===== config.mk =====
export PLATFORM = sky130hd
export DESIGN_NAME = systolic_result_drain
export DESIGN_NICKNAME = d
export VERILOG_FILES = /design/src/rtl/systolic_result_drain.sv
export SDC_FILE = /design/constraint.sdc
export NUM_CORES = 1
export LEC_CHECK = 0
export ABC_AREA = 1
export CORE_AREA = 4 4 507 509
export CTS_CLUSTER_SIZE = 10
export DETAILED_ROUTE_END_ITERATION = 16
export DIE_AREA = 0 0 511 513
export PLACE_DENSITY = 0.36
export RECOVER_POWER = 25
export SLEW_MARGIN = 20
export SYNTH_ARGS = -nofsm -noshare
export SYNTH_HDL_FRONTEND = slang
export SYNTH_SLANG_ARGS = --single-unit

===== constraint.sdc =====
create_clock -name clk -period 255.2 [get_ports clk]
set_input_delay 63.8 -clock clk [delete_from_list [all_inputs] [get_ports clk]]
set_output_delay 63.8 -clock clk [all_outputs]
set_load 0.05 [all_outputs]

===== src/rtl/systolic_result_drain.sv =====
// Snapshots the systolic array's MxN accumulator matrix on done_in, requantises each element, and streams it out row-major.
// Latency: the first beat is valid the cycle after done_in, then one beat per cycle while out_ready is held high.
// Backpressure: out_ready low stalls the beat with every out_* field held; a done_in that arrives mid-drain is dropped and flagged in overrun.
module systolic_result_drain #(
  parameter  int M         = 6,
  parameter  int N         = 6,
  parameter  int ACC_WIDTH = 35,
  parameter  int OUT_WIDTH = 16,
  parameter  int SHIFT     = 8,
  localparam int ROW_W     = (M > 1) ? $clog2(M) : 1,
  localparam int COL_W     = (N > 1) ? $clog2(N) : 1
) (
  input  logic                       clk,
  input  logic                       rst_n,
  input  logic                       done_in,
  input  logic [M*N*ACC_WIDTH-1:0]   C_flat,
  output logic [OUT_WIDTH-1:0]       out_data,
  output logic [ROW_W-1:0]           out_row,
  output logic [COL_W-1:0]           out_col,
  output logic                       out_last,
  output logic                       out_valid,
  input  logic                       out_ready,
  output logic                       busy,
  output logic                       overrun,
  output logic [15:0]                sat_cnt
);

  localparam int TOT    = M * N;
  localparam int IDX_W  = (TOT > 1) ? $clog2(TOT) : 1;
  // One extra bit so adding the rounding constant can never wrap.
  localparam int XW     = ACC_WIDTH + 1;
  localparam int RND_SH = (SHIFT > 0) ? SHIFT - 1 : 0;
  localparam logic signed [XW-1:0] RND   = (SHIFT > 0) ? (XW'(1) << RND_SH) : '0;
  localparam logic signed [XW-1:0] MAX_V = {{(XW-OUT_WIDTH+1){1'b0}}, {(OUT_WIDTH-1){1'b1}}};
  localparam logic signed [XW-1:0] MIN_V = {{(XW-OUT_WIDTH+1){1'b1}}, {(OUT_WIDTH-1){1'b0}}};

  typedef enum logic {IDLE, DRAIN} state_t;

  state_t               state_q, state_d;
  logic [ACC_WIDTH-1:0] snap [TOT];
  logic [IDX_W-1:0]     idx_q;
  logic [IDX_W-1:0]     idx_nx;
  logic                 cur_sat_q;
  logic                 xfer;
  logic                 last_xfer;
  logic                 capture;
  logic                 ovr_set;
  logic [OUT_WIDTH:0]   rq_first;
  logic [OUT_WIDTH:0]   rq_next;

  // Round half up, arithmetic shift, then clamp. Returns {saturated, value}.
  function automatic logic [OUT_WIDTH:0] requant(input logic [ACC_WIDTH-1:0] x);
    logic signed [XW-1:0] xe;
    logic signed [XW-1:0] y;
    logic [OUT_WIDTH:0]   r;
    xe = $signed({x[ACC_WIDTH-1], x});
    y  = (xe + RND) >>> SHIFT;
    if (y > MAX_V)      r = {1'b1, MAX_V[OUT_WIDTH-1:0]};
    else if (y < MIN_V) r = {1'b1, MIN_V[OUT_WIDTH-1:0]};
    else                r = {1'b0, y[OUT_WIDTH-1:0]};
    return r;
  endfunction

  // Every output is decoded from registered state only.
  assign out_valid = (state_q == DRAIN);
  assign busy      = (state_q == DRAIN);
  assign out_last  = out_valid && (idx_q == IDX_W'(TOT - 1));
  assign idx_nx    = idx_q + IDX_W'(1);
  // Element 0 comes straight from C_flat because the snapshot is only written at the same edge.
  assign rq_first  = requant(C_flat[ACC_WIDTH-1:0]);
  assign rq_next   = requant(snap[idx_nx]);

  // State register.
  always_ff @(posedge clk) begin
    if (!rst_n) state_q <= IDLE;
    else        state_q <= state_d;
  end

  // Next state plus the capture, transfer and overrun strobes. A done_in that lands on the final transfer is accepted.
  always_comb begin
    state_d   = state_q;
    xfer      = 1'b0;
    last_xfer = 1'b0;
    capture   = 1'b0;
    ovr_set   = 1'b0;
    case (state_q)
      IDLE: begin
        if (done_in) begin
          capture = 1'b1;
          state_d = DRAIN;
        end
      end
      DRAIN: begin
        xfer      = out_ready;
        last_xfer = out_ready && (idx_q == IDX_W'(TOT - 1));
        if (done_in && last_xfer) begin
          capture = 1'b1;
        end else begin
          ovr_set = done_in;
          if (last_xfer) state_d = IDLE;
        end
      end
      default: state_d = IDLE;
    endcase
  end

  // Snapshot storage. Its contents are don't-care after reset, so it has no reset.
  always_ff @(posedge clk) begin
    if (capture) begin
      for (int i = 0; i < TOT; i++) begin
        snap[i] <= C_flat[i*ACC_WIDTH +: ACC_WIDTH];
      end
    end
  end

  // Presented-beat registers, index walk, saturation counter and sticky overrun.
  always_ff @(posedge clk) begin
    if (!rst_n) begin
      idx_q     <= '0;
      out_row   <= '0;
      out_col   <= '0;
      out_data  <= '0;
      cur_sat_q <= 1'b0;
      sat_cnt   <= '0;
      overrun   <= 1'b0;
    end else begin
      if (ovr_set) overrun <= 1'b1;
      if (xfer && cur_sat_q && (sat_cnt != 16'hFFFF)) sat_cnt <= sat_cnt + 16'd1;
      if (capture) begin
        idx_q     <= '0;
        out_row   <= '0;
        out_col   <= '0;
        out_data  <= rq_first[OUT_WIDTH-1:0];
        cur_sat_q <= rq_first[OUT_WIDTH];
        sat_cnt   <= '0;
      end else if (xfer && !last_xfer) begin
        idx_q     <= idx_nx;
        out_data  <= rq_next[OUT_WIDTH-1:0];
        cur_sat_q <= rq_next[OUT_WIDTH];
        if (out_col == COL_W'(N - 1)) begin
          out_col <= '0;
          out_row <= out_row + ROW_W'(1);
        end else begin
          out_col <= out_col + COL_W'(1);
        end
      end
    end
  end

endmodule


==> reports/metrics.cfg <==
[routing]
dr.pass1.iters = 5
viasPerCell = 4.06
wl_per_cell_microns = 25.7
totalWireLength_microns = 223000
ant_nets = 0
drt_iter0_drc = 2640
drc = 0
vias = 35300

[grt]
track_usage = 0.164
grt_pass1_vias = 35400
grt_start_max_net_pins = 185
grt_pass1_wl_microns = 299000
grt.overflow.total = 0
antenna_found_initial = 299

[sta]
final.setup.worst_slack_ns = 187.25
slew_headroom = 0.314
period_share = 0.266
fmax_ghz = 0.0147
fin_skew_ns = 0.0417
finalCriticalPeriod_ns = 67.95
slew_violations = 0
setup_tns_ns = 0
final-setup-viol-count = 0
worst_pin_slew_ns = 1.03
rsz0062_at_grt = false
hold_violations = 0

[die]
start_util = 0.178
die_width_microns = 511
die_h_microns = 513
rows = 185
io_pins = 1306
coreArea_sq_um = 253000
design.die.area_sq_um = 262000

[place]
gp_congestion = 0.812
place_ws_ns = 186.40
io_buffers = 1053
dp_cells = 8344
place_hpwl_microns = 162000

[clocking]
post_cts_buffers = 0
post_cts_resized = 0
clkSlewWorstSetupHoldPaths_ns = 0.05
cts_tree = done
htree_levels = 4
root_buffer = clkbuf_16
postCtsHoldBufs = 0
clk_latency_ns = 0.79
clockBufferDepth = 3
numCtsBuffers = 144
clock-sinks = 1055

[synth]
ys_seq_area_frac = 0.692
ys_types = 48
netlist_area_sq_um = 45100
ys_warn_count = 0
ys_ff_latch = 1055
synth_fp_nets = 5368
synth_top_area_frac = 0.671
netlist_top_cells_area = edfxtp_1, nand2_1, nand3_1
synth_top_cell_by_area = edfxtp_1
syn_area_per_cell_sq_um = 11.0
syn_inst = 4099

[setup_path]
start_kind = input port
setup.reg_to_reg.worst_slack_ns = 247.96
arrival_ns = 68.35
cp_cell_sequence = clkdlybuf4s50_1 -> inv_1 -> nor2_1 -> inv_1 -> nand2_1 -> inv_1 -> nor2_4 -> buf_4 -> buf_12 -> buf_16 -> buf_4 -> buf_4
worstPathBufferInverterCount = 9
path_max_fanout = 121
critPathTopFamily = buffers and inverters
setup.worst_path.end_class = flop
crit_slowest_cell = buf_4
crit_required_ns = 255.60
worst_path_largest_cell_delay_ns = 0.90
crit_type = input port to flop

[power_and_ir_drop]
p_leak_nw = 23.0
vdd_drop_max_mv = 0.00635
powerDensity_nw_per_um2 = 6.94
p_total_w = 0.000443

[layout]
final_cells = 8681
fillers = 27000
drive_above_1_share = 0.0570
finish.net_count = 6394
syn2layout_area_growth_pct = 41.4

[worst_hold_path]
worstHoldPathType = flop to flop

[job]
cap_violations = 0

[status]
status = completed

-- tightest hold or removal path, stage by stage, from the launching register on --
cell and delay (ns):
dfxtp_1 0.31, nand2_1 0.06, a21oi_1 0.06
-- sequential cells by signal, indices dropped and copies added, names as in the netlist --
signal / flops
cur_sat_q: 1
out_data: 16
busy: 1
idx_q: 6
out_col: 3
overrun: 1
snap: 1008
sat_cnt: 16
out_row: 3
-- path summary, 6_finish.rpt --
kind	start	endpoint	cells after the start
setup / recovery	out_ready	snap[15][28]	12
setup reg to reg	idx_q[0]	cur_sat_q	26
hold reg to reg	cur_sat_q	cur_sat_q	2
hold / removal	cur_sat_q	cur_sat_q	2
-- final cells by class --
cell class	instances	area, sq um	share of cell area
Multi-Input combinational cell	2557	11700	0.183
Clock inverter	55	542	0.00849
Inverter	262	1010	0.0158
Sequential cell	1055	31200	0.489
Antenna cell	90	225	0.00353
Tap cell	3366	4210	0.0660
Clock buffer	191	3880	0.0609
Timing Repair Buffer	1105	11000	0.173
-- report_power, final --
part           leakage (nW)   total, W  internal, W  switching [W]
logic                  10.9  0.0000449    0.0000188      0.0000261
clock network          2.12   0.000194     0.000111      0.0000825
registers              9.98   0.000204     0.000201     0.00000295
total                  23.0   0.000443     0.000331       0.000112
-- routing by layer --
metal	routed length (microns)	vias up	global-route usage
li1	-	16400	-
met1	91500	16700	0.198
met2	105000	1447	0.278
met3	19400	561	0.0622
met4	5560	162	0.0344
met5	963	-	0
-- cells in the mapped netlist (all sizes together) --
cell type and n:
edfxtp 1008, nand2 932, nor2 541, nand3 514, o21ai 309, inv 260
buf 189, o211ai 62, a21oi 48, dfxtp 47, clkbuf 36, o22ai 29
nand4 22, xor2 22, nor3 17, o221ai 14, or2 12, xnor2 10
ha 5, a31oi 3, nor4 3, and3 2, clkinv 2, nor3b 2
o21a 2, a211oi 1, a21o 1, a31o 1, and2 1, o21bai 1
o31ai 1, or3 1, or4 1
-- cells in the final DEF, fill, tap and decap left out, types with 5 or more instances in the layout --
master and n:
a21oi_1 47, buf_12 7, buf_4 44, clkbuf_1 40
clkbuf_16 147, clkdlybuf4s50_1 527, clkinv_1 27, clkinv_2 6
clkinv_8 5, clkinvlp_4 5, dfxtp_1 46, diode_2 90
dlygate4sd3_1 526, edfxtp_1 1008, inv_1 252, inv_16 5
nand2_1 916, nand2_2 14, nand3_1 511, nand4_1 22
nor2_1 524, nor2_2 12, nor2_4 5, nor3_1 16
o211ai_1 62, o21ai_0 282, o21ai_1 27, o221ai_1 14
o22ai_1 29, or2_2 12, xnor2_1 9, xor2_1 19
-- metrics by stage --
step           hold WS [ns]  utilization  cell area, sq um
5_1_grt               0.513        0.252             63700
6_report              0.476        0.252             63800
4_1_cts               0.479        0.251             63500
3_3_place_gp          0.452        0.234             59100
3_5_place_dp          0.468        0.234             59100
2_1_floorplan         0.444            -             45100
-- cell families after synthesis --
logic type / after synthesis / share of synthesized area
and+or+nand+nor: 2048 / 0.190
DFF: 1055 / 0.692
buffers and inverters: 487 / 0.0511
AOI/OAI and AO/OA: 472 / 0.0584
xor gates and xnor gates: 32 / 0.00671
adders and majority gates: 5 / 0.00139
Note: power is estimated with default switching activity, not from simulation.
